===== config.mk =====
export PLATFORM = sky130hd
export DESIGN_NAME = fir_decim_buf
export DESIGN_NICKNAME = d
export VERILOG_FILES = /design/src/rtl/fir_decim_buf_pkg.sv /design/src/rtl/fir_sample_fifo.sv /design/src/rtl/fir_decim_buf.sv
export SDC_FILE = /design/constraint.sdc
export NUM_CORES = 1
export LEC_CHECK = 0
export ABC_AREA = 0
export BUFFER_PORTS_ARGS = -buffer_cell sky130_fd_sc_hd__clkbuf_2
export CAP_MARGIN = 20
export CORE_MARGIN = 4
export CORE_UTILIZATION = 32
export CTS_BUF_LIST = sky130_fd_sc_hd__clkbuf_8
export DETAILED_ROUTE_END_ITERATION = 10
export SETUP_SLACK_MARGIN = 0.05
export SYNTH_ARGS = -nofsm -noshare
export SYNTH_HDL_FRONTEND = slang
export SYNTH_HIERARCHICAL = 1
export SYNTH_SLANG_ARGS = --single-unit

===== constraint.sdc =====
create_clock -name system1000 -period 4.7 [get_ports system1000]
set_clock_uncertainty 0.15 [all_clocks]
set_input_delay 0 -clock system1000 [delete_from_list [all_inputs] [get_ports system1000]]
set_output_delay 0 -clock system1000 [all_outputs]
set_load 0.005 [all_outputs]

===== src/rtl/fir_decim_buf_pkg.sv =====
// Shared FIR sample types and constants for the decimating output buffer.
// Holds the FIR output tuple, the FIFO storage array and the DECIM/depth limits.
package FIR_types;

  localparam int DECIM_MIN  = 1;
  localparam int DECIM_MAX  = 8;
  localparam int FIFO_DEPTH = 4;
  localparam int PTR_W      = 2;
  localparam int LEVEL_W    = 3;

  // sel0: signed sample, sel1: valid bit
  typedef struct packed {
    logic signed [15:0] sel0;
    logic               sel1;
  } Tup2_3;

  typedef logic signed [15:0] array_of_4_signed_16 [0:FIFO_DEPTH-1];

  // Out-of-range factors are pulled into the legal window rather than mis-sizing the phase counter
  function automatic int clamp_decim(input int d);
    if (d < DECIM_MIN) return DECIM_MIN;
    if (d > DECIM_MAX) return DECIM_MAX;
    return d;
  endfunction

endpackage


===== src/rtl/fir_sample_fifo.sv =====
// Four-entry sample FIFO; the head is always a register, so it never depends on this cycle's inputs.
// Pointers wrap modulo 4 and level alone tells full from empty.
module fir_sample_fifo
  import FIR_types::*;
(
  input  logic                clk,
  input  logic                rst_n,
  input  logic                push,
  input  logic                pop,
  input  logic                flush,
  input  logic signed [15:0]  data,
  output logic signed [15:0]  head,
  output logic [LEVEL_W-1:0]  level
);

  array_of_4_signed_16  mem;
  logic [PTR_W-1:0]     wr_ptr;
  logic [PTR_W-1:0]     rd_ptr;
  logic [LEVEL_W-1:0]   level_next;

  always_comb begin
    level_next = level;
    case ({push, pop})
      2'b10:   level_next = level + 3'd1;
      2'b01:   level_next = level - 3'd1;
      default: level_next = level;
    endcase
  end

  always_ff @(posedge clk or negedge rst_n) begin
    if (!rst_n) begin
      for (int i = 0; i < FIFO_DEPTH; i++) mem[i] <= '0;
      wr_ptr <= '0;
      rd_ptr <= '0;
      level  <= '0;
    end else if (flush) begin
      // Flush wins over any coincident push or pop
      wr_ptr <= '0;
      rd_ptr <= '0;
      level  <= '0;
    end else begin
      if (push) begin
        mem[wr_ptr] <= data;
        wr_ptr      <= wr_ptr + 1'b1;
      end
      if (pop) rd_ptr <= rd_ptr + 1'b1;
      level <= level_next;
    end
  end

  assign head = mem[rd_ptr];

endmodule


===== src/rtl/fir_decim_buf.sv =====
// Decimates the FIR output stream by DECIM and buffers kept samples in a 4-deep FIFO.
// A kept sample arriving while the FIFO is full and not draining is dropped and latched in ovf.
module fir_decim_buf
  import FIR_types::*;
#(
  parameter int DECIM = 2
) (
  input  logic                system1000,
  input  logic                system1000_rstn,
  input  Tup2_3               in_sample,
  input  logic                flush,
  input  logic                clr_ovf,
  output logic signed [15:0]  out_data,
  output logic                out_valid,
  input  logic                out_ready,
  output logic [2:0]          level,
  output logic                ovf
);

  localparam int         DECIM_EFF  = clamp_decim(DECIM);
  localparam logic [2:0] LAST_PHASE = 3'(DECIM_EFF - 1);

  logic [2:0] phase;
  logic       kept;
  logic       full;
  logic       pop;
  logic       push;
  logic       drop;

  assign out_valid = (level != 3'd0);
  assign full      = (level == 3'(FIFO_DEPTH));
  assign kept      = in_sample.sel1 && (phase == 3'd0);
  assign pop       = out_valid && out_ready;
  // A full FIFO still accepts when the head leaves in the same cycle
  assign push      = kept && (!full || pop);
  assign drop      = kept && full && !pop && !flush;

  always_ff @(posedge system1000 or negedge system1000_rstn) begin
    if (!system1000_rstn) begin
      phase <= '0;
    end else if (flush) begin
      phase <= '0;
    end else if (in_sample.sel1) begin
      phase <= (phase == LAST_PHASE) ? 3'd0 : phase + 3'd1;
    end
  end

  always_ff @(posedge system1000 or negedge system1000_rstn) begin
    if (!system1000_rstn) begin
      ovf <= 1'b0;
    end else if (drop) begin
      ovf <= 1'b1;
    end else if (clr_ovf) begin
      ovf <= 1'b0;
    end
  end

  fir_sample_fifo u_fifo (
    .clk   (system1000),
    .rst_n (system1000_rstn),
    .push  (push),
    .pop   (pop),
    .flush (flush),
    .data  (in_sample.sel0),
    .head  (out_data),
    .level (level)
  );

endmodule


Yosys cells after proc, flatten, opt, wreduce, memory -nomap -nowiden
Cells that the tools add are included.
{"block": "totals", "ram_bits": 0, "in_bits": 22, "register_bits": 75, "mem_bits_ro": 0, "latchBits": 0, "mem_count": 0, "elab_cells": 60, "out_inout_bits": 21}
{"block": "classes", "n_shift": 0, "order_cmp": 3, "div": 0, "bitwise": 3, "multipliers": 0, "eq_ne": 4, "n_addsub": 5, "n_mux": 17, "reduce_logical": 19}
{"op": "$bwmux 64", "count": 1}
{"op": "$mux 16", "count": 3}
{"op": "$bmux 16 s2", "count": 1}
{"op": "$demux 16 s2", "count": 1}
{"op": "$mux 3", "count": 4}
{"op": "$mux 2", "count": 4}
{"op": "$reduce_bool 2->1", "count": 4}
{"op": "$logic_and 1x1->1", "count": 7}
{"op": "$add 3x1->3 const B", "count": 2}
{"op": "$ge 3x3->1 const B", "count": 2}
{"op": "$not 2->3", "count": 2}
{"op": "$pmux 3 s2", "count": 1}
{"op": "$reduce_bool 3->1", "count": 2}
{"op": "$add 2x1->2 const B", "count": 2}
{"op": "$eq 3x1->1 const B", "count": 1}
{"op": "$eq 3x3->1 const B", "count": 1}
{"op": "$logic_not 1->1", "count": 3}
{"op": "$logic_not 3->1", "count": 1}
{"op": "$lt 3x1->1 const B", "count": 1}
{"op": "$sub 3x1->3 const B", "count": 1}
{"op": "$eq 2x1->1 const B", "count": 1}
{"op": "$eq 2x2->1 const B", "count": 1}
{"op": "$mux 1", "count": 2}
{"op": "$reduce_and 2->1", "count": 1}
{"op": "other kinds (2)", "count": 2}

Logic depth before layout (Yosys ltp)
Gate-level depths: netlist (run 1).
{"block": "logic_depth", "word_depth": 7, "mapped_depth": 8}

Modules after synthesis
Netlist (run 1), hierarchy kept.
{"mod": "fir_sample_fifo", "n_inst": 1, "cells_per_inst": 194, "area_each_um2": 3417.0}
{"mod": "fir_decim_buf", "n_inst": 1, "cells_per_inst": 21, "area_each_um2": 212.7}

Least setup slack after synthesis (run 1)
Ideal clock, no wire load.
{"block": "synth_timing", "path_type": "register to register", "start": "register phase[0]", "end": "register u_fifo.level[2]", "setup_ns": 0.088, "arrival_ns": 2.295, "n_path_buf": 1, "setup_slack_ns": 2.167, "path_stages_with_launch": 9, "t_required_ns": 4.462, "path_cell_list": "dfrtp_1 -> or4b_4 -> nor2_1 -> buf_6 -> and2b_2 -> fa_1 -> and3b_2 -> o21ai_0 -> nor3b_1"}
{"block": "synth_between", "elab_chain_len": 6, "word_cells_on_any_way": 8, "cone_classes": "eq/ne (2); mux (2); reduce/logical (4)"}
{"element": "start, declared", "line_no": "fir_decim_buf.sv:23", "text": "logic [2:0] phase;"}
{"element": "start signal, assigned", "line_no": "fir_decim_buf.sv:44", "text": "phase <= (phase == LAST_PHASE) ? 3'd0 : phase + 3'd1;"}
{"element": "$logic_not 3->1 *", "line_no": "fir_decim_buf.sv:32", "text": "assign kept = in_sample.sel1 && (phase == 3'd0);"}
{"element": "$logic_and 1x1->1 *", "line_no": "fir_decim_buf.sv:32"}
{"element": "$logic_and 1x1->1 *", "line_no": "fir_decim_buf.sv:35", "text": "assign push = kept && (!full || pop);"}
{"element": "via push", "line_no": "fir_decim_buf.sv:27", "text": "logic push;"}
{"element": "$eq 2x1->1 / $eq 2x2->1 (equally long branches)", "line_no": "fir_sample_fifo.sv:23", "text": "case ({push, pop})"}
{"element": "$pmux 3 s2", "line_no": "fir_sample_fifo.sv:23"}
{"element": "$mux 3", "line_no": "fir_sample_fifo.sv:36", "text": "end else if (flush) begin"}
{"element": "end signal, assigned", "line_no": "fir_sample_fifo.sv:47", "text": "level <= level_next;"}
{"element": "end, declared", "line_no": "fir_sample_fifo.sv:13", "text": "output logic [LEVEL_W-1:0] level"}
Mark *: on every way through the listed nets, which the timed path passes. The rest lies on a longest branch.
A chain may end at the register's enable or synchronous reset.

Final worst setup path (run 1)
Same ends and word-level chain as after synthesis.

==> impl_metrics.prom, run 1 <==
# TYPE chip_impl_metric gauge
chip_impl_info{name="cp-end-kind",value="register"} 1
chip_impl_metric{name="sequential_fraction_of_the_synthesis_area",unit="%"} 51.7
chip_impl_metric{name="grt_pass1_wl",unit="mm"} 11.4
chip_impl_metric{name="track_usage",unit="%"} 11.3
chip_impl_metric{name="synth-seq-cells",unit=""} 75
chip_impl_metric{name="power.switching_fraction",unit="%"} 26.8
chip_impl_metric{name="dpl_worst_slack",unit="ns"} 1.78
chip_impl_metric{name="grt_start_max_net_pins",unit=""} 76
chip_impl_metric{name="power.ir.vdd_worst",unit="mV"} 0.253
chip_impl_metric{name="cts_inserted_buffers",unit=""} 9
chip_impl_metric{name="synthSimpleGateAreaFrac",unit="%"} 5.45
chip_impl_metric{name="detailed_place_hpwl",unit="mm"} 4.22
chip_impl_metric{name="io_buffers",unit=""} 42
chip_impl_metric{name="syn-cell-area",unit="sq um"} 3630
chip_impl_metric{name="synth_mux_area_share",unit="%"} 34.5
chip_impl_metric{name="boundaryPins",unit=""} 43
chip_impl_metric{name="clock-sinks",unit=""} 75
chip_impl_metric{name="path_max_fanout",unit=""} 7
chip_impl_metric{name="netlist-cell-type-count",unit=""} 32
chip_impl_metric{name="tns",unit="ns"} 0
chip_impl_metric{name="clock_path_buffers",unit=""} 2
chip_impl_metric{name="final_net_count",unit=""} 308
chip_impl_metric{name="route.detailed.vias_per_inst",unit=""} 4.65
chip_impl_metric{name="worstMarginPinSlew",unit="ns"} 0.954
chip_impl_metric{name="critPathRequiredTime",unit="ns"} 4.81
chip_impl_info{name="start_kind",value="register"} 1
chip_impl_metric{name="drcViolationCount",unit=""} 0
chip_impl_info{name="uppermost_metal_layer_occupied_by_signal_nets",value="met4"} 1
chip_impl_metric{name="antenna_violations_before_repair",unit=""} 0
chip_impl_metric{name="gp_routability_congestion",unit=""} 0.708
chip_impl_metric{name="leakage",unit="uW"} 0.00213
chip_impl_metric{name="start_util",unit="%"} 33.0
chip_impl_metric{name="netSwitchingPower",unit="uW"} 652
chip_impl_metric{name="netlist.area_leader.share",unit="%"} 51.7
chip_impl_info{name="rsz0062_at_grt",value="false"} 1
chip_impl_metric{name="cts.reportedPaths.clkPinSlew",unit="ns"} 0.08
chip_impl_metric{name="syn-num-nets",unit=""} 242
chip_impl_metric{name="drt-met1-wl",unit="mm"} 3.14
chip_impl_metric{name="cp_num_cells",unit=""} 7
chip_impl_metric{name="slew_headroom",unit="%"} 36.4
chip_impl_info{name="synth_top_family_by_area",value="multiplexers"} 1
chip_impl_info{name="timing.critical_path.from",value="phase[0]"} 1
chip_impl_info{name="slowest_stage",value="or4b_4"} 1
chip_impl_metric{name="finalSetupViolations",unit=""} 0
chip_impl_metric{name="finalWorstSetupSlack",unit="ns"} 1.74
chip_impl_metric{name="drive_above_1_share",unit="%"} 51.2
chip_impl_metric{name="wl_met2",unit="mm"} 3.18
chip_impl_metric{name="adder_cell_fraction_of_synth_area",unit="%"} 1.93
chip_impl_info{name="status",value="finished, final reports clean"} 1
chip_impl_metric{name="share_seq_of_total_power",unit="%"} 42.4
chip_impl_metric{name="syn-mean-instance-area",unit="sq um"} 16.9
chip_impl_metric{name="slew_limit_fails",unit=""} 0
chip_impl_info{name="terminus_of_the_critical_flop_to_flop_path",value="u_fifo/level[2]"} 1
chip_impl_metric{name="synth_compound_gate_area_share",unit="%"} 0.620
chip_impl_metric{name="layout-area-overhead-vs-synth",unit="%"} 19.8
chip_impl_metric{name="power_per_cell_area",unit="nW/um^2"} 560
chip_impl_metric{name="reg2regPathDepth",unit=""} 7
chip_impl_metric{name="yosys_warnings",unit=""} 6
chip_impl_metric{name="min_period",unit="ns"} 2.96
chip_impl_metric{name="postCtsSetupBuffers",unit=""} 0
chip_impl_metric{name="ant_nets",unit=""} 0
chip_impl_metric{name="drt-wirelength-per-cell",unit="microns"} 15.8
chip_impl_info{name="timing.rr.start",value="phase[0]"} 1
chip_impl_info{name="post_synth_main_area_contributors",value="dfrtp_1 (52%), mux2_4 (17%), mux4_2 (9.9%), mux2_2 (7.4%), buf_12 (2.2%)"} 1
chip_impl_metric{name="final.period_utilization",unit="%"} 63.1
chip_impl_info{name="cell_by_cell_listing_of_the_critical_path",value="or4b_4, nor2_1, and2b_2, fa_1, and3b_2, o21ai_0, nor3b_1"} 1
chip_impl_metric{name="die_h",unit="microns"} 115
chip_impl_metric{name="worst-endpoint-arrival",unit="ns"} 3.07
chip_impl_info{name="clock_tree.root_cell",value="clkbuf_8"} 1
chip_impl_metric{name="met3RoutedLength",unit="microns"} 341
chip_impl_metric{name="clkLatencyLatePin",unit="ns"} 0.34
chip_impl_metric{name="antenna_cells_inserted",unit=""} 0
chip_impl_metric{name="fin_util",unit="%"} 39.6
chip_impl_info{name="yosysTopAreaCell",value="dfrtp_1"} 1
chip_impl_metric{name="core_area",unit="sq um"} 11000
chip_impl_info{name="kind_of_cell_adding_the_most_delay_to_the_critical_path",value="simple AND/OR/NAND/NOR gates"} 1
chip_impl_info{name="timing.setup.critical_path_class",value="reg2reg"} 1
chip_impl_metric{name="clock_network_fraction_of_total_power",unit="%"} 23.6
chip_impl_metric{name="drt_first_iter_violations",unit=""} 51
chip_impl_metric{name="fmax",unit="MHz"} 337
chip_impl_metric{name="drt-pass1-iter-count",unit=""} 3
chip_impl_metric{name="overflow",unit=""} 0
chip_impl_metric{name="core.rowCount",unit=""} 38
chip_impl_metric{name="htreeDepth",unit=""} 3
chip_impl_info{name="timing.critical_path.to",value="u_fifo/level[2]"} 1
chip_impl_metric{name="post_synthesis_share_of_cell_area_spent_on_xor_and_xnor_gates",unit="%"} 1.69
chip_impl_metric{name="synthesis.instances",unit=""} 215
chip_impl_info{name="min-delay-path-class",value="in2async"} 1
chip_impl_metric{name="grt_pass1_vias",unit=""} 2180
chip_impl_metric{name="die_area",unit="sq um"} 13100
chip_impl_info{name="tritoncts",value="built"} 1
chip_impl_metric{name="slowest_delay",unit="ns"} 0.56
chip_impl_metric{name="power_report.internal_total",unit="uW"} 1780
chip_impl_metric{name="share_comb_of_total_power",unit="%"} 34.0
chip_impl_metric{name="maxCapViolations",unit=""} 0
chip_impl_metric{name="final-hold-violation-count",unit=""} 0
chip_impl_metric{name="vias",unit=""} 1975
chip_impl_metric{name="die_span_x",unit="microns"} 115
chip_impl_metric{name="drt_wl_total",unit="mm"} 6.71
chip_impl_metric{name="critical_path.n_buffers_inverters",unit=""} 0
chip_impl_metric{name="ff2ff_setup_slack",unit="ns"} 1.74
## worst min-delay path by stage
| stage | from | end | slack [ns] | cells past startpoint |
|---|---|---|---|---|
| after CTS | system1000_rstn | u_fifo/mem[56] | 0.23 | 2 |
| final | system1000_rstn | u_fifo/mem[56] | 0.17 | 2 |
| after floorplan | system1000_rstn | ovf | -0.45 | 0 |
| after global placement | system1000_rstn | u_fifo/mem[56] | 0.05 | 1 |
| after detailed placement | system1000_rstn | u_fifo/mem[56] | 0.06 | 1 |
| after global routing | system1000_rstn | u_fifo/mem[56] | 0.26 | 2 |
## Yosys cell counts
library cell and count:
dfrtp_1 75, mux2_4 40, mux2_2 24, mux4_2 16
nor2_1 9, buf_12 4, ha_1 4, nand2_4 4
xnor2_1 4, buf_6 3, inv_1 3, nand2_1 3
xor2_1 3, buf_2 2, buf_4 2, mux2i_1 2
nor3b_1 2, a21oi_1 1, and2_1 1, and2b_2 1
and3b_2 1, fa_1 1, nand2b_1 1, nand3_1 1
nand4b_1 1, nor2b_4 1, nor3_1 1, nor4b_1 1
o21ai_0 1, o22ai_2 1, or3_1 1, or4b_4 1
## cell families after synthesis
logic type      count (synthesis)
fa+ha+maj                       5
mux                            82
buf+inv                        14
xor+xnor                        7
simple gates                   29
flops                          75
compound gates                  3
## state kept, by name (all words and copies together) (netlist names)
signal	cells
phase	3
u_fifo/level	3
u_fifo/mem	64
u_fifo/rd_ptr	2
u_fifo/wr_ptr	2
ovf	1
## final cells by class
| type | instances | area (sq um) |
|---|---|---|
| Fill cell | 1026 | 6640 |
| Sequential cell | 75 | 1880 |
| Multi-Input combinational cell | 126 | 1600 |
| Timing Repair Buffer | 66 | 450 |
| Tap cell | 140 | 175 |
| Clock buffer | 9 | 124 |
| Clock inverter | 6 | 106 |
| Inverter | 3 | 11.3 |
## layer usage
| metal | up-vias | track usage [%] |
|---|---|---|
| met5 | - | 0 |
| met4 | 0 | 2.38 |
| met3 | 5 | 4.39 |
| met2 | 40 | 17.9 |
| met1 | 1026 | 14.9 |
| li1 | 904 | - |
## timing repair
item	4_1_cts	5_1_grt
endpoints found under the hold margin	150	0
resized for setup	0	0
hold buffers	23	0
## power groups by stage
| stage | registers [uW] | clock network, uW | logic [uW] |
|---|---|---|---|
| 2_1_floorplan | 984 | 0 | 639 |
| 3_3_place_gp | 1040 | 0 | 817 |
| 3_5_place_dp | 1040 | 0 | 827 |
| 4_1_cts | 1040 | 598 | 848 |
| 5_1_grt | 1070 | 629 | 903 |
| 6_report | 1030 | 574 | 828 |
## stage by stage
stage	cell area, sq um	instances	total power (uW)	hold slack [ns]
2_1_floorplan	3630	215	1620	-0.446
3_3_place_gp	3890	387	1850	0.0547
3_5_place_dp	3890	387	1870	0.0649
4_1_cts	4350	425	2480	0.229
5_1_grt	4350	425	2600	0.257
6_report	4350	425	2440	0.172
## layout by cell type, fill, tap and decap left out, types with 2 or more instances in the layout
cell           synthesis  routed
buf_4                  2       2
nand2_4                4       4
nand2_1                3       3
mux2i_1                2       2
clkbuf_2               0      41
dlygate4sd3_1          0      23
mux2_4                40      40
clkbuf_8               0       9
nor3b_1                2       2
xnor2_1                4       4
mux4_2                16      16
bufinv_16              0       3
dfrtp_1               75      75
ha_1                   4       4
xor2_1                 3       3
nor2_1                 9       9
mux2_2                24      24
inv_1                  3       4
Note: power is estimated with default switching activity, not from simulation.
==> run 2, diff against run 1 <==
==> constraint.sdc (replaced) <==
create_clock -name system1000 -period 2.5 [get_ports system1000]
set_clock_uncertainty 0.15 [all_clocks]
set_input_delay 0 -clock system1000 [delete_from_list [all_inputs] [get_ports system1000]]
set_output_delay 0 -clock system1000 [all_outputs]
set_load 0.005 [all_outputs]
==> run 2 against run 1 <==
Net effect: register-to-register slack got worse by 1.7 ns; critical path depth unchanged; total power increased by 84%; worst setup slack got worse by 1.7 ns; critical path type unchanged; largest cell class unchanged.
==> impl_metrics.prom, run 2 (synthesis gave the netlist of run 1 again) <==
# TYPE chip_impl_metric gauge
chip_impl_info{name="status",value="finished, final reports clean"} 1
chip_impl_metric{name="io_buffers",unit=""} 42
chip_impl_metric{name="grt_pass1_wl",unit="mm"} 11.8
chip_impl_metric{name="min_period",unit="ns"} 2.43
chip_impl_metric{name="final-hold-violation-count",unit=""} 0
chip_impl_metric{name="seq_area",unit="sq um"} 1880
chip_impl_metric{name="path_max_fanout",unit=""} 4
chip_impl_metric{name="clkLatencyLatePin",unit="ns"} 0.34
chip_impl_metric{name="final_design_area_no_fill",unit="sq um"} 4400
chip_impl_info{name="start_kind",value="register"} 1
chip_impl_info{name="largestRegisters",value="u_fifo/mem: 64 flops, phase: 3 flops, u_fifo/level: 3 flops"} 1
chip_impl_metric{name="multi_input_area",unit="sq um"} 1630
chip_impl_metric{name="overflow",unit=""} 0
chip_impl_metric{name="slew_limit_fails",unit=""} 0
chip_impl_info{name="rsz0062_at_grt",value="true"} 1
chip_impl_metric{name="grt_start_max_net_pins",unit=""} 76
chip_impl_metric{name="ant_nets",unit=""} 0
chip_impl_metric{name="htreeDepth",unit=""} 3
chip_impl_info{name="commonest_cells_after_routing_fill_and_taps_aside",value="dfrtp_1 (75), clkbuf_2 (41), mux2_4 (40), mux2_2 (24), dlygate4sd3_1 (22)"} 1
chip_impl_metric{name="drt-pass1-iter-count",unit=""} 3
chip_impl_metric{name="drcViolationCount",unit=""} 0
chip_impl_metric{name="drt_first_iter_violations",unit=""} 39
chip_impl_metric{name="power_per_cell_area",unit="nW/um^2"} 1020
chip_impl_metric{name="die_span_x",unit="microns"} 115
chip_impl_metric{name="route.detailed.vias_per_inst",unit=""} 4.61
chip_impl_metric{name="clock-sinks",unit=""} 75
chip_impl_metric{name="die_h",unit="microns"} 115
chip_impl_metric{name="drive_above_1_share",unit="%"} 54.6
chip_impl_metric{name="final_net_count",unit=""} 317
chip_impl_metric{name="layout-area-overhead-vs-synth",unit="%"} 21.2
chip_impl_metric{name="track_usage",unit="%"} 11.9
chip_impl_metric{name="antenna_violations_before_repair",unit=""} 0
chip_impl_info{name="slowest_stage",value="or4b_4"} 1
chip_impl_metric{name="power.ir.vdd_worst",unit="mV"} 0.554
chip_impl_info{name="clock_tree.root_cell",value="clkbuf_8"} 1
chip_impl_metric{name="critPathRequiredTime",unit="ns"} 2.57
chip_impl_metric{name="antenna_cells_inserted",unit=""} 0
chip_impl_metric{name="grt_pass1_vias",unit=""} 2258
chip_impl_metric{name="clock_path_buffers",unit=""} 2
chip_impl_metric{name="final.period_utilization",unit="%"} 97.1
chip_impl_info{name="layout.cells.most_common",value="dfrtp_1"} 1
chip_impl_metric{name="place_area",unit="sq um"} 3970
chip_impl_metric{name="slowest_delay",unit="ns"} 0.56
chip_impl_metric{name="gp_routability_congestion",unit=""} 0.747
chip_impl_metric{name="cts.reportedPaths.clkPinSlew",unit="ns"} 0.07
chip_impl_metric{name="worstMarginPinSlew",unit="ns"} 0.952
chip_impl_metric{name="finalSetupViolations",unit=""} 0
chip_impl_info{name="max_flop_register",value="u_fifo/mem"} 1
chip_impl_metric{name="detailed_place_hpwl",unit="mm"} 4.52
chip_impl_metric{name="drt_wl_total",unit="mm"} 7.08
chip_impl_metric{name="boundaryPins",unit=""} 43
chip_impl_metric{name="drt-wirelength-per-cell",unit="microns"} 16.3
chip_impl_metric{name="vias",unit=""} 1994
chip_impl_metric{name="critical_path.n_buffers_inverters",unit=""} 0
chip_impl_info{name="tritoncts",value="built"} 1
chip_impl_info{name="cell_by_cell_listing_of_the_critical_path",value="or4b_4, nor2_4, and2b_2, fa_2, nor3b_2, o21ai_1, nor3b_2"} 1
chip_impl_info{name="kind_of_cell_adding_the_most_delay_to_the_critical_path",value="simple AND/OR/NAND/NOR gates"} 1
chip_impl_metric{name="die_area",unit="sq um"} 13100
chip_impl_metric{name="fmax",unit="MHz"} 412
chip_impl_metric{name="maxCapViolations",unit=""} 0
chip_impl_metric{name="n_fill_cell",unit=""} 1045
chip_impl_metric{name="tns",unit="ns"} 0
chip_impl_metric{name="cts_inserted_buffers",unit=""} 9
chip_impl_info{name="timing.setup.critical_path_class",value="reg2reg"} 1
chip_impl_metric{name="worst-endpoint-arrival",unit="ns"} 2.50
chip_impl_metric{name="core_area",unit="sq um"} 11000
chip_impl_info{name="cp-end-kind",value="register"} 1
chip_impl_metric{name="leakage",unit="uW"} 0.00216
chip_impl_metric{name="flip_flop_count_of_the_largest_register_after_layout",unit=""} 64
chip_impl_info{name="min-delay-path-class",value="in2reg"} 1
chip_impl_info{name="cp_most_frequent_cell",value="nor3b_2"} 1
chip_impl_metric{name="core.rowCount",unit=""} 38
chip_impl_metric{name="slew_headroom",unit="%"} 36.5
chip_impl_metric{name="fin_util",unit="%"} 40.1
chip_impl_metric{name="start_util",unit="%"} 33.0
-- run 2: area by class of cell --
| cell class | instances | share of cell area (%) |
|---|---|---|
| inverters | 3 | 0.256 |
| repair buffers | 75 | 12.0 |
| clock buffers | 10 | 3.13 |
| multi-input cells | 126 | 37.0 |
| clock inverters | 4 | 0.995 |
| flip-flops and latches | 75 | 42.6 |
| well taps | 140 | 3.98 |
-- run 2: final timing paths --
check	from	end	slack (ns)	depth (start not counted)
setup / recovery	phase[0]	u_fifo/level[2]	0.07	7
min in group asynchronous	system1000_rstn	u_fifo/mem[10]	0.20	2
hold / removal	out_ready	u_fifo/rd_ptr[0]	0.02	4
max in group asynchronous	system1000_rstn	u_fifo/mem[3]	1.39	2
hold reg to reg	u_fifo/mem[1]	u_fifo/mem[1]	0.35	1
setup reg to reg	phase[0]	u_fifo/level[2]	0.07	7
-- run 2: through the flow --
stage | instances | hold slack [ns] | total power, uW | worst slack, ns
6_report | 433 | 0.0160 | 4490 | 0.0729
2_1_floorplan | 215 | -0.446 | 3070 | 0.0761
3_3_place_gp | 394 | 0.0608 | 3570 | 0.0861
4_1_cts | 432 | 0.00409 | 4570 | 0.0625
3_5_place_dp | 394 | 0.0579 | 3620 | 0.0337
5_1_grt | 433 | 0.0435 | 4780 | -0.0382
-- run 2: routing by layer --
layer  vias up  GRT usage [%]  wire [microns]
met2        35           19.4            3440
met4         0           3.56              89
met1      1027           14.8            3280
met5         -              0               0
met3         7           4.12             263
li1        925              -               -
-- run 2: worst min-delay path: stages --
cell and delay [ns]:
clkbuf_2 0.09, and2_1 0.19, xnor2_1 0.16, nor2_1 0.04
-- run 2: report_power, final --
part / internal [uW] / switching, uW / total [uW]
Sequential: 1660 / 272 / 1930
Combinational: 1110 / 567 / 1670
Clock: 470 / 411 / 881
-- run 2: repair_timing --
| item | in CTS | in global routing |
|---|---|---|
| pin swaps | 0 | 4 |
| gates resized for setup | 1 | 1 |
| endpoints found under the hold margin | 150 | 0 |
| buffers inserted | 2 | 1 |
| hold buffers | 22 | 0 |
| endpoints found under the setup margin | 1 | 1 |
==> run 3, diff against run 2 <==
--- a/config.mk
+++ b/config.mk
@@ -9,8 +9,9 @@
 export BUFFER_PORTS_ARGS = -buffer_cell sky130_fd_sc_hd__clkbuf_2
 export CAP_MARGIN = 20
 export CORE_MARGIN = 4
-export CORE_UTILIZATION = 32
+export CORE_UTILIZATION = 30
 export CTS_BUF_LIST = sky130_fd_sc_hd__clkbuf_8
+export CTS_CLUSTER_SIZE = 40
 export DETAILED_ROUTE_END_ITERATION = 10
 export SETUP_SLACK_MARGIN = 0.05
 export SYNTH_ARGS = -nofsm -noshare
==> run 3 against run 2 <==
Net effect: global-route usage shrank 1.1 points; final area grew 2.8%; hold slack gained 0.17 ns; clock-buffer cell count grew 1; largest cell class unchanged; die area grew 6.2%; largest power group unchanged; combinational power is essentially flat; fmax grew 3.5%; via count grew 0.20%.
==> impl_metrics.prom, run 3 (synthesis gave the netlist of run 1 again) <==
# TYPE chip_impl_metric gauge
chip_impl_metric{name="final.period_utilization",unit="%"} 93.8
chip_impl_metric{name="htreeDepth",unit=""} 3
chip_impl_metric{name="route.detailed.vias_per_inst",unit=""} 4.53
chip_impl_info{name="rsz0062_at_grt",value="true"} 1
chip_impl_metric{name="die_area",unit="sq um"} 13900
chip_impl_info{name="cp_most_frequent_cell",value="nor3b_2"} 1
chip_impl_metric{name="grt_pass1_wl",unit="mm"} 11.8
chip_impl_metric{name="min_period",unit="ns"} 2.35
chip_impl_metric{name="boundaryPins",unit=""} 43
chip_impl_info{name="cp-end-kind",value="register"} 1
chip_impl_info{name="min-delay-path-class",value="in2async"} 1
chip_impl_metric{name="path_max_fanout",unit=""} 2
chip_impl_metric{name="drive_above_1_share",unit="%"} 55.0
chip_impl_metric{name="power.ir.vdd_worst",unit="mV"} 0.557
chip_impl_metric{name="power_per_cell_area",unit="nW/um^2"} 1070
chip_impl_metric{name="place_area",unit="sq um"} 3980
chip_impl_metric{name="critPathRequiredTime",unit="ns"} 2.57
chip_impl_metric{name="vias",unit=""} 1998
chip_impl_metric{name="start_util",unit="%"} 31.3
chip_impl_metric{name="drt_wl_total",unit="mm"} 6.91
chip_impl_info{name="commonest_cells_after_routing_fill_and_taps_aside",value="dfrtp_1 (75), clkbuf_2 (41), mux2_4 (40), mux2_2 (24), dlygate4sd3_1 (23)"} 1
chip_impl_info{name="tritoncts",value="built"} 1
chip_impl_metric{name="met2_track_utilization_from_global_routing",unit="%"} 17.0
chip_impl_info{name="status",value="finished, final reports clean"} 1
chip_impl_metric{name="track_usage",unit="%"} 10.8
chip_impl_metric{name="clock_path_buffers",unit=""} 2
chip_impl_metric{name="dpl_worst_slack",unit="ns"} 0.0161
chip_impl_metric{name="antenna_violations_before_repair",unit=""} 0
chip_impl_info{name="terminus_of_the_critical_flop_to_flop_path",value="u_fifo/level[2]"} 1
chip_impl_metric{name="use_met3",unit="%"} 4.04
chip_impl_metric{name="drt-pass1-iter-count",unit=""} 4
chip_impl_metric{name="die_h",unit="microns"} 118
chip_impl_metric{name="globalRouteMet1Util",unit="%"} 13.9
chip_impl_metric{name="final_net_count",unit=""} 320
chip_impl_metric{name="antenna_cells_inserted",unit=""} 0
chip_impl_info{name="timing.rr.start",value="phase[0]"} 1
chip_impl_info{name="clock_tree.root_cell",value="clkbuf_8"} 1
chip_impl_metric{name="io_buffers",unit=""} 42
chip_impl_info{name="timing.critical_path.to",value="u_fifo/level[2]"} 1
chip_impl_metric{name="die_span_x",unit="microns"} 118
chip_impl_metric{name="fin_worst_hold_slack",unit="ns"} 0.184
chip_impl_metric{name="flip_flop_count_of_the_largest_register_after_layout",unit=""} 64
chip_impl_metric{name="slew_headroom",unit="%"} 36.7
chip_impl_info{name="cell_by_cell_listing_of_the_critical_path",value="or4b_4, nor2_4, and2b_2, fa_2, nor3b_2, o21ai_1, nor3b_2"} 1
chip_impl_metric{name="worst-endpoint-arrival",unit="ns"} 2.42
chip_impl_info{name="max_flop_register",value="u_fifo/mem"} 1
chip_impl_metric{name="drt-wirelength-per-cell",unit="microns"} 15.7
chip_impl_metric{name="drt_first_iter_violations",unit=""} 80
chip_impl_info{name="slowest_stage",value="or4b_4"} 1
chip_impl_metric{name="fmax",unit="MHz"} 426
chip_impl_metric{name="detailed_place_hpwl",unit="mm"} 4.38
chip_impl_metric{name="fin_total_pwr",unit="uW"} 4860
chip_impl_info{name="largestRegisters",value="u_fifo/mem: 64 flops, phase: 3 flops, u_fifo/level: 3 flops"} 1
chip_impl_metric{name="final-hold-violation-count",unit=""} 0
chip_impl_metric{name="clkLatencyLatePin",unit="ns"} 0.35
chip_impl_info{name="timing.setup.critical_path_class",value="reg2reg"} 1
chip_impl_info{name="timing.critical_path.from",value="phase[0]"} 1
chip_impl_info{name="top_usage_layer",value="met2"} 1
chip_impl_metric{name="grt_pass1_vias",unit=""} 2289
chip_impl_metric{name="gp_routability_congestion",unit=""} 0.747
chip_impl_metric{name="reg2regPathDepth",unit=""} 7
chip_impl_metric{name="finalWorstSetupSlack",unit="ns"} 0.155
chip_impl_metric{name="cts.reportedPaths.clkPinSlew",unit="ns"} 0.08
chip_impl_metric{name="ant_nets",unit=""} 0
chip_impl_info{name="start_kind",value="register"} 1
chip_impl_metric{name="cts_inserted_buffers",unit=""} 9
chip_impl_metric{name="grt_start_max_net_pins",unit=""} 76
chip_impl_metric{name="finalSetupViolations",unit=""} 0
chip_impl_metric{name="leakage",unit="uW"} 0.00222
chip_impl_metric{name="slew_limit_fails",unit=""} 0
chip_impl_metric{name="final_design_area_no_fill",unit="sq um"} 4520
chip_impl_info{name="layout.cells.most_common",value="dfrtp_1"} 1
chip_impl_metric{name="maxCapViolations",unit=""} 0
chip_impl_metric{name="slowest_delay",unit="ns"} 0.56
chip_impl_metric{name="worstMarginPinSlew",unit="ns"} 0.950
chip_impl_metric{name="clock-sinks",unit=""} 75
chip_impl_metric{name="overflow",unit=""} 0
chip_impl_metric{name="ff2ff_setup_slack",unit="ns"} 0.15
chip_impl_metric{name="layout-area-overhead-vs-synth",unit="%"} 24.6
chip_impl_metric{name="core.rowCount",unit=""} 39
chip_impl_metric{name="core_area",unit="sq um"} 11600
chip_impl_metric{name="drcViolationCount",unit=""} 0
chip_impl_metric{name="tns",unit="ns"} 0
## run 3: cell types whose count changed in the layout (fill, tap and decap cells not counted), sizes merged
cell / change
clkinv: -2
bufinv: +3
clkbuf: +1
buf: +2
dlygate4sd3: +1
## run 3: timing repair
action / CTS / global route
hold buffers: 23 / 0
gates resized for setup: 1 / 1
endpoints found under the hold margin: 150 / 0
pin swaps: 1 / 2
endpoints found under the setup margin: 1 / 30
buffers inserted: 3 / 2
## run 3: layout make-up
cell class                      instances  area, sq um
Tap cell                              143          179
Inverter                                3         11.3
Sequential cell                        75         1880
Fill cell                            1095         7090
Timing Repair Buffer                   78          553
Clock buffer                           11          151
Multi-Input combinational cell        126         1630
Clock inverter                          5          124
## run 3: worst min path at each step
stage	end	slack (ns)	cells past startpoint
6_report	u_fifo/mem[56]	0.18	2
3_3_place_gp	u_fifo/mem[56]	0.06	1
5_1_grt	u_fifo/mem[56]	0.28	2
4_1_cts	u_fifo/mem[56]	0.23	2
2_1_floorplan	ovf	-0.45	0
3_5_place_dp	u_fifo/mem[56]	0.07	1
## run 3: per-stage QoR
step / utilization, % / instances
floorplan: - / 215
global placement: 34.2 / 397
detailed placement: 34.2 / 397
CTS: 38.8 / 439
global route: 38.9 / 441
finish: 38.9 / 441
## run 3: power breakdown
group | switching, uW | internal (uW) | total [uW]
clock network | 439 | 815 | 1250
logic | 573 | 1110 | 1690
registers | 261 | 1660 | 1920
total | 1270 | 3590 | 4860
## run 3: per-layer routing
metal | routed length (microns) | up-vias | share of wire (%)
li1 | - | 931 | -
met4 | 92 | 0 | 1.3
met2 | 3220 | 38 | 47
met1 | 3320 | 1021 | 48
met3 | 279 | 8 | 4.0
met5 | 0 | - | 0
## run 3: critical path: cells and delay by family, from the launching register on
kind / cells / cell delay, ns
and+or+nand+nor: 5 / 1.27
DFF: 1 / 0.39
adders and majority gates: 1 / 0.34
AOI/OAI and AO/OA: 1 / 0.07
